$ cat src/rtl/iter_alu_pkg.sv
// iter_alu_pkg: shared definitions for the iterative execute unit.
//   alu_op_e     - 4-bit ALU operation codes, the same values the ALU decoder emits
//   iter_state_e - control states of iter_alu
//   is_shift()   - true for the iterative shift operations
package iter_alu_pkg;

  typedef enum logic [3:0] {
    AluAdd   = 4'h0,
    AluSub   = 4'h1,
    AluAnd   = 4'h2,
    AluOr    = 4'h3,
    AluXor   = 4'h4,
    AluSlt   = 4'h5,
    AluSltu  = 4'h6,
    AluSll   = 4'h7,
    AluSrl   = 4'h8,
    AluSra   = 4'h9,
    AluCopyA = 4'hA,
    AluCopyB = 4'hB,
    AluXxx   = 4'hF
  } alu_op_e;

  typedef enum logic [1:0] {
    StIdle  = 2'd0,
    StShift = 2'd1,
    StDone  = 2'd2
  } iter_state_e;

  function automatic logic is_shift(input logic [3:0] op);
    return (op == AluSll) || (op == AluSrl) || (op == AluSra);
  endfunction

endpackage

$ cat src/rtl/iter_alu_shifter.sv
// iter_alu_shifter: combinational single-step shifter used once per SHIFT cycle.
//   i_value [WIDTH]  - working value
//   i_step  [STEP_W] - bits to shift this cycle (0..SHIFT_STEP)
//   i_op    [4]      - AluSll / AluSrl / AluSra; anything else passes i_value through
//   o_value [WIDTH]  - shifted value
module iter_alu_shifter
  import iter_alu_pkg::*;
#(
  parameter int unsigned WIDTH  = 32,
  parameter int unsigned STEP_W = 1
) (
  input  logic [WIDTH-1:0]  i_value,
  input  logic [STEP_W-1:0] i_step,
  input  logic [3:0]        i_op,
  output logic [WIDTH-1:0]  o_value
);

  always_comb begin
    o_value = i_value;
    case (i_op)
      AluSll:  o_value = i_value << i_step;
      AluSrl:  o_value = i_value >> i_step;
      // The working MSB stays equal to the original a[WIDTH-1] across steps,
      // so an arithmetic shift of the working value gives the right fill.
      AluSra:  o_value = $signed(i_value) >>> i_step;
      default: ;
    endcase
  end

endmodule

$ cat src/rtl/iter_alu.sv
// iter_alu: multi-cycle execute unit with valid/ready handshakes.
// Logic/arithmetic ops finish on the accept edge; shifts iterate SHIFT_STEP bits per cycle.
//   i_clk, i_rst_n           - clock, synchronous active-low reset
//   i_in_valid, o_in_ready   - request handshake (i_alu_op, i_a, i_b captured on accept)
//   i_alu_op [4]             - ALU operation code
//   i_a, i_b [WIDTH]         - operands; shift amount is i_b[log2(WIDTH)-1:0]
//   o_out_valid, i_out_ready - result handshake
//   o_result [WIDTH]         - registered result, held while o_out_valid
//   o_busy                   - high in SHIFT or DONE
module iter_alu
  import iter_alu_pkg::*;
#(
  parameter int unsigned WIDTH      = 32,
  parameter int unsigned SHIFT_STEP = 1
) (
  input  logic             i_clk,
  input  logic             i_rst_n,
  input  logic             i_in_valid,
  output logic             o_in_ready,
  input  logic [3:0]       i_alu_op,
  input  logic [WIDTH-1:0] i_a,
  input  logic [WIDTH-1:0] i_b,
  output logic             o_out_valid,
  input  logic             i_out_ready,
  output logic [WIDTH-1:0] o_result,
  output logic             o_busy
);

  localparam int unsigned ShamtW = $clog2(WIDTH);
  // One spare bit so SHIFT_STEP (up to 8) is representable next to the remaining count.
  localparam int unsigned CntW   = ShamtW + 1;
  localparam int unsigned StepW  = $clog2(SHIFT_STEP + 1);

  iter_state_e      r_state, w_state_next;
  logic [WIDTH-1:0] r_result, w_result_next;
  logic [WIDTH-1:0] r_work, w_work_next;
  logic [CntW-1:0]  r_remaining, w_remaining_next;
  logic [3:0]       r_op, w_op_next;

  logic [WIDTH-1:0] w_alu_res;
  logic [WIDTH-1:0] w_shifted;
  logic [CntW-1:0]  w_step_cnt;
  logic [CntW-1:0]  w_rem_after;
  logic [StepW-1:0] w_step;
  logic [ShamtW-1:0] w_shamt;

  assign w_shamt = i_b[ShamtW-1:0];

  // Single-cycle datapath, evaluated on the live inputs at the accept edge.
  always_comb begin
    w_alu_res = '0;
    case (i_alu_op)
      AluAdd:   w_alu_res = i_a + i_b;
      AluSub:   w_alu_res = i_a - i_b;
      AluAnd:   w_alu_res = i_a & i_b;
      AluOr:    w_alu_res = i_a | i_b;
      AluXor:   w_alu_res = i_a ^ i_b;
      AluSlt:   w_alu_res = {{(WIDTH-1){1'b0}}, ($signed(i_a) < $signed(i_b))};
      AluSltu:  w_alu_res = {{(WIDTH-1){1'b0}}, (i_a < i_b)};
      AluCopyA: w_alu_res = i_a;
      AluCopyB: w_alu_res = i_b;
      default:  w_alu_res = '0;
    endcase
  end

  // step = min(SHIFT_STEP, remaining); it always fits in StepW bits.
  assign w_step_cnt  = (r_remaining < CntW'(SHIFT_STEP)) ? r_remaining : CntW'(SHIFT_STEP);
  assign w_step      = w_step_cnt[StepW-1:0];
  assign w_rem_after = r_remaining - w_step_cnt;

  iter_alu_shifter #(
    .WIDTH  (WIDTH),
    .STEP_W (StepW)
  ) u_shifter (
    .i_value (r_work),
    .i_step  (w_step),
    .i_op    (r_op),
    .o_value (w_shifted)
  );

  always_comb begin
    w_state_next     = r_state;
    w_result_next    = r_result;
    w_work_next      = r_work;
    w_remaining_next = r_remaining;
    w_op_next        = r_op;
    unique case (r_state)
      StIdle: begin
        if (i_in_valid) begin
          w_op_next = i_alu_op;
          if (is_shift(i_alu_op)) begin
            w_work_next      = i_a;
            w_remaining_next = {1'b0, w_shamt};
            if (w_shamt == '0) begin
              w_result_next = i_a;
              w_state_next  = StDone;
            end else begin
              w_state_next  = StShift;
            end
          end else begin
            w_result_next = w_alu_res;
            w_state_next  = StDone;
          end
        end
      end
      StShift: begin
        w_work_next      = w_shifted;
        w_remaining_next = w_rem_after;
        if (w_rem_after == '0) begin
          w_result_next = w_shifted;
          w_state_next  = StDone;
        end
      end
      StDone: begin
        if (i_out_ready) w_state_next = StIdle;
      end
      default: w_state_next = StIdle;
    endcase
  end

  always_ff @(posedge i_clk) begin
    if (!i_rst_n) begin
      r_state     <= StIdle;
      r_result    <= '0;
      r_work      <= '0;
      r_remaining <= '0;
      r_op        <= '0;
    end else begin
      r_state     <= w_state_next;
      r_result    <= w_result_next;
      r_work      <= w_work_next;
      r_remaining <= w_remaining_next;
      r_op        <= w_op_next;
    end
  end

  assign o_in_ready  = (r_state == StIdle);
  assign o_out_valid = (r_state == StDone);
  assign o_busy      = (r_state == StShift) || (r_state == StDone);
  assign o_result    = r_result;

endmodule

$ cat config.mk
export PLATFORM = sky130hd
export DESIGN_NAME = iter_alu
export DESIGN_NICKNAME = d
export VERILOG_FILES = /design/src/rtl/iter_alu_pkg.sv /design/src/rtl/iter_alu_shifter.sv /design/src/rtl/iter_alu.sv
export SDC_FILE = /design/constraint.sdc
export NUM_CORES = 1
export LEC_CHECK = 0
export CORE_MARGIN = 3
export CORE_UTILIZATION = 39
export DETAILED_ROUTE_END_ITERATION = 6
export GPL_ROUTABILITY_DRIVEN = 1
export PLACE_DENSITY_LB_ADDON = 0.15
export SLEW_MARGIN = 20
export SYNTH_ARGS = -nofsm -noshare
export SYNTH_HDL_FRONTEND = slang
export SYNTH_SLANG_ARGS = --single-unit
$ cat constraint.sdc
create_clock -name i_clk -period 5.5 [get_ports i_clk]
set_input_delay 1.1 -clock i_clk [delete_from_list [all_inputs] [get_ports i_clk]]
set_output_delay 1.1 -clock i_clk [all_outputs]
set_load 0.02 [all_outputs]
# Word-level counts from Yosys, hierarchy flattened

Cells that the tools add are included.

$add $sub $neg: 3
$lt $le $gt $ge: 3
Equal/unequal tests: 21
Shifts and indexed selects: 3
Multiplexer cells: 20
Bitwise logic cells: 3
Reductions and logical operators: 12

Operators by type and width:

| operator                                                              | number |
|---|---|
| 32-bit case mux with 9 select lines                                   | 1 |
| 32-bit 2-to-1 mux                                                     | 6 |
| 32-bit case mux with 2 select lines                                   | 2 |
| 32-bit case mux with 3 select lines                                   | 1 |
| 32-bit < comparator                                                   | 2 |
| 32-bit adder                                                          | 1 |
| 32-bit AND                                                            | 1 |
| 32-bit bitwise OR                                                     | 1 |
| 32-bit by 1-bit left shift with 32-bit output                         | 1 |
| 32-bit by 1-bit >> shifter with 32-bit output                         | 1 |
| 32-bit by 1-bit >>> shifter with 32-bit output                        | 1 |
| 32-bit subtractor                                                     | 1 |
| 32-bit XOR                                                            | 1 |
| 4-bit equality test, second input constant                            | 6 |
| 4-bit by 3-bit equality test with 1-bit output, second input constant | 5 |
| 6-bit 2-to-1 mux                                                      | 3 |
| 6-bit case mux with 2 select lines                                    | 1 |
| 2-bit 2-to-1 mux                                                      | 5 |
| 4-bit by 2-bit equality test with 1-bit output, second input constant | 2 |
| 6-bit zero test                                                       | 1 |
| 6-bit by 1-bit < comparator with 1-bit output, second input constant  | 1 |
| 2-bit case mux with 3 select lines                                    | 1 |
| 3-bit AND reduction                                                   | 2 |
| 6-bit subtractor                                                      | 1 |
| 13 further kinds                                                      | 17 |

Register bits: 76
Input port bits: 72
Output and inout port bits: 35
Word-level logic and storage cells: 70

# Logic depth before layout (Yosys ltp)

Depth in word-level cells: 6
Mapped depth: 14

# Modules after synthesis

From an unflattened synthesis, not the netlist that was laid out.

Cells, all modules: 1346
Area total of the unflattened synthesis: 9603.0 um^2

By module, submodules not included:

| module           | instances | cells each | area each (um^2) | sequential area each (um^2) |
|---|---|---|---|---|
| iter_alu         | 1         | 1266       | 8908.5           | 1521.5 |
| iter_alu_shifter | 1         | 80         | 694.4            | 0.0 |

# Least setup slack after synthesis

OpenSTA, ideal clock, no wires.

Path kind: input -> register
From: input port i_a[0]
To: register r_result[20], in the netlist o_result[20]
Setup time: 0.134 ns
Data arrival time: 3.547 ns
Required time: 5.366 ns
Slack: 1.819 ns
Stages on the path: 12
Path buffers: 0
Cells stage by stage: ha_1 -> fa_1 -> a21o_1 -> a221oi_4 -> a211oi_2 -> nor2_1 -> o21ai_1 -> a21o_1 -> a221oi_1 -> a21oi_1 -> a2111oi_2 -> o22ai_1

Cells in the longest elaborated chain, start to end: 5
Elaborated cells between the ends (all ways): 6
Classes of those cells: add/sub: 2; mux: 4

RTL lines:

| what                                                     | RTL line                       | text |
|---|---|---|
| from (decl)                                              | iter_alu.sv:21                 | `input logic [WIDTH-1:0] i_a,` |
| 32-bit subtractor / 32-bit adder (equally long branches) | iter_alu.sv:54, iter_alu.sv:53 |  |
| 32-bit case mux with 9 select lines *                    | iter_alu.sv:52                 | `case (i_alu_op)` |
| 32-bit 2-to-1 mux *                                      | iter_alu.sv:91                 | `if (is_shift(i_alu_op)) begin` |
| 32-bit 2-to-1 mux *                                      | iter_alu.sv:89                 | `if (i_in_valid) begin` |
| 32-bit case mux with 2 select lines *                    | iter_alu.sv:87                 | `unique case (r_state)` |
| to (signal assigned)                                     | iter_alu.sv:130                | `r_result <= w_result_next;` |
| to (decl)                                                | iter_alu.sv:35                 | `logic [WIDTH-1:0] r_result, w_result_next;` |

Every way passes the cells marked *; elsewhere a longest branch is shown, timed or not. The select of a mux whose other input is x is not followed.
A chain may end at the register's enable or synchronous reset.

# Final worst setup path

From: input port i_a[1]
To: register r_result[16], in the netlist o_result[16]

The elaborated chain is that of the path after synthesis.

==> metrics.md <==
| Metric | Value |
|---|---|
| Status | finished clean |
| Primary FF master, synth | dfxtp_1 |
| P&R area growth vs syn | 18.2% |
| Setup violations, final | 0 |
| CP Launch Type | input port |
| Seq cells post-synth | 76 |
| Mux contribution to synthesized area | 0.477% |
| Compound-gate portion of the synthesized area | 42.2% |
| Later-pin clock latency in the skew report | 0.35 ns |
| FF-to-FF End | o_result[31] |
| Syn nets | 1545 |
| Number of setup buffers added after CTS | 0 |
| DRC viols | 0 |
| Cells along the critical path | clkdlybuf4s50_1 > inv_1 > fa_1 > o21ba_2 > o21ai_1 > nand3_1 > a21oi_1 > a31o_2 > a21oi_1 > xnor2_1 > o211ai_1 > o21ai_0 > a21oi_1 |
| Power Density | 210 nW/um^2 |
| Core area | 23600 um^2 |
| Nets | 1597 |
| Post-synthesis simple-gate area fraction | 17.7% |
| Ratio of cells with drive above 1 in the final layout | 6.73% |
| Slowest CP cell | clkdlybuf4s50_1 |
| Reg2reg path depth | 15 |
| Yosys warns | 0 |
| Setup crit start | i_a[1] |
| Reg2reg start | r_remaining[2] |
| Fin. max-slew vios | 0 |
| First-pass GRT wire length | 61800 um |
| Largest family of logic cells by synthesized area | compound AO/OA/AOI/OAI gates |
| GPL Wtd Cong | 0.983 |
| Final worst path period need | 4.64 ns |
| CTS sink cnt | 76 |
| DP Worst Slack | 0.647 ns |
| Max H-tree Level | 3 |
| Register area share after synthesis | 16.1% |
| DP Area | 10800 um^2 |
| Cell depth of the worst hold path | 2 |
| Worst Tran Pin Value | 0.918 ns |
| Fin crit share | 84.3% |
| Yosys cell types | 84 |
| Adder-cell area share of the yosys netlist | 13.7% |
| Setup TNS | 0 ns |
| Drt pass-1 iters | 6 |
| Number of port buffers | 106 |
| Ports | 107 |
| Clock skew | 0.0112 ns |
| CTS buffer count | 9 |
| Synth Cell Area | 9450 um^2 |
| Leakage | 0.00438 uW |
| Required time at the worst-slack endpoint | 5.72 ns |
| Final Hold Fails | 0 |
| Cells after synthesis | 1371 |
| Critical path endpoint category | register |
| RSZ-0062 raised after global routing | no |
| Fmax | 216 MHz |
| Detail-routed via count per cell | 6.54 |
| Std cell rows | 56 |
| Number of flops mapped to enable cells by yosys | 0 |
| Vias | 11400 |
| Final Worst Setup Slack | 0.862 ns |
| Initial antenna violation count | 0 |
| Max FO, Critical Path | 6 |
| DRT antenna net count | 0 |
| Crit path DAT | 4.86 ns |
| Vias in the first global route | 10700 |
| Die ar. | 26100 um^2 |
| Async S/R FF share, synth | 0% |
| CTS resizes | 0 |
| Maxcap violations | 0 |
| DIE HEIGHT | 162 um |
| Total grt overflow | 0 |
| Wirelength per Cell | 22.9 um |
| Maximum number of pins on one net before global-route repair | 50 |
| WS Path Type | in -> reg |
| Fin Hold WS | 0.490 ns |
| Longest Clk Path Bufs | 2 |
| Post-route design area | 11200 um^2 |
| Hold Buf Count CTS | 0 |
| DRT Wirelength | 40100 um |
| Detailed Place HPWL | 29600 um |
| CTS Root Cell | clkbuf_16 |
| Setup slack, reg-to-reg | 1.79 ns |
| # diodes | 0 |
| Top cell by count, worst path | a21oi_1 |
| Syn avg cell area | 6.89 um^2 |
| Slew headroom | 38.4% |
| Max stage delay on crit path | 0.65 ns |
| Worst Setup EP | o_result[16] |
| Die Wd | 162 um |
| Hold Crit Class | reg -> reg |
| Max IR drop VDD | 0.129 mV |
| CTS tree | done |
| First DRT Iteration DRCs | 1236 |
| Reg clk slew, reported paths | 0.06 ns |
| Gr usage total | 29.7% |
| Synth Area in XOR/XNOR | 1.02% |
| Starting density of the core | 40.0% |
-- sequential cells by signal, indices dropped and copies added, names as in the netlist --
name	flops
o_result	32
r_work	32
r_remaining	6
r_op	4
r_state	2
-- stage by stage --
step / power (uW) / instances / util [%]
after floorplan: 1270 / 1371 / -
after global placement: 1660 / 1731 / 45.9
after detailed placement: 1660 / 1731 / 45.9
after CTS: 2330 / 1746 / 47.3
after global routing: 2460 / 1746 / 47.3
final: 2340 / 1746 / 47.3
-- synth_stat cells (7+ instances only) --
master | instances | area [um^2]
a21oi_1 | 158 | 791
nand2_1 | 137 | 514
nor2_1 | 133 | 499
o21ai_0 | 117 | 586
inv_1 | 104 | 390
ha_1 | 100 | 1250
clkbuf_1 | 81 | 304
dfxtp_1 | 76 | 1520
a22oi_1 | 47 | 353
o211ai_1 | 30 | 225
a221oi_1 | 24 | 210
nand3_1 | 23 | 115
a211oi_1 | 22 | 165
a21o_1 | 18 | 135
nor3_1 | 17 | 85.1
a31oi_1 | 15 | 93.8
a221o_1 | 14 | 140
o221ai_1 | 14 | 123
o22ai_1 | 14 | 87.6
nand4_1 | 13 | 81.3
nor4_1 | 13 | 81.3
buf_2 | 12 | 60.1
o31ai_1 | 12 | 90.1
o2111ai_1 | 11 | 96.3
nand2b_1 | 10 | 62.6
xnor2_1 | 9 | 78.8
a222oi_1 | 8 | 80.1
o21bai_1 | 8 | 60.1
and2_1 | 7 | 43.8
buf_1 | 7 | 26.3
o21ai_1 | 7 | 35.0
-- worst min-delay path by stage --
| stage | endpoint | from | slack, ns |
|---|---|---|---|
| global placement | r_op[3] | r_op[3] | 0.48 |
| global route | r_remaining[5] | r_remaining[5] | 0.52 |
| finish | r_work[13] | r_work[13] | 0.49 |
| detailed placement | r_work[13] | r_work[13] | 0.48 |
| CTS | r_work[13] | r_work[13] | 0.49 |
| floorplan | r_remaining[5] | r_remaining[5] | 0.44 |
-- cell families (layout without fill, tap and decap cells) --
group / after synthesis / in the layout
compound gates: 590 / 590
buf+inv: 212 / 268
flops: 76 / 76
fa+ha+maj: 102 / 102
mux: 2 / 2
xor+xnor: 11 / 11
simple gates: 378 / 378
-- worst max-delay path: cells and delay by family --
kind	cells	cell delay, ns
AOI/OAI and AO/OA	8	2.05
xor gates and xnor gates	1	0.25
adders and majority gates	1	0.49
buffers and inverters	2	0.81
and+or+nand+nor	1	0.15
-- where the power goes --
part | total (uW) | switching, uW | internal (uW)
Sequential | 643 | 42.0 | 601
Combinational | 1030 | 644 | 387
Clock | 670 | 251 | 419
-- final cells by class --
cell class / instances / area (um^2)
flip-flops and latches: 76 / 1520
repair buffers: 147 / 1370
fillers: 2502 / 12400
clock inverters: 4 / 72.6
clock buffers: 11 / 253
multi-input cells: 1083 / 7160
inverters: 106 / 398
well taps: 319 / 399
-- cell usage in the layout (no fill, tap or decap), drive strengths merged, types with 5 or more instances in the layout --
master         count
inv              105
a22oi             47
clkdlybuf4s50    106
nand3             23
nor3              18
o21a               5
a21o              18
buf               41
o31ai             13
dfxtp             76
nor2b              6
a221oi            25
o22ai             15
a211oi            24
and2               7
a221o             14
a21oi            159
nor4              14
a222oi             8
ha               100
o21ai            125
o2111ai           11
nand2            137
o221a              5
o221ai            14
nor2             133
o211ai            30
nand2b            10
clkbuf            11
xnor2              9
nand4             13
a31oi             15
o21bai            10
a22o               6
-- metal layers --
| metal | wire length, um | global-route usage, % | vias up |
|---|---|---|---|
| li1 | - | - | 5180 |
| met1 | 17000 | 40.6 | 5468 |
| met2 | 18200 | 47.9 | 663 |
| met3 | 3550 | 4.39 | 101 |
| met4 | 1290 | 10.4 | 0 |
| met5 | 0 | 0 | - |
No activity file was read; power rests on OpenSTA's default activity.
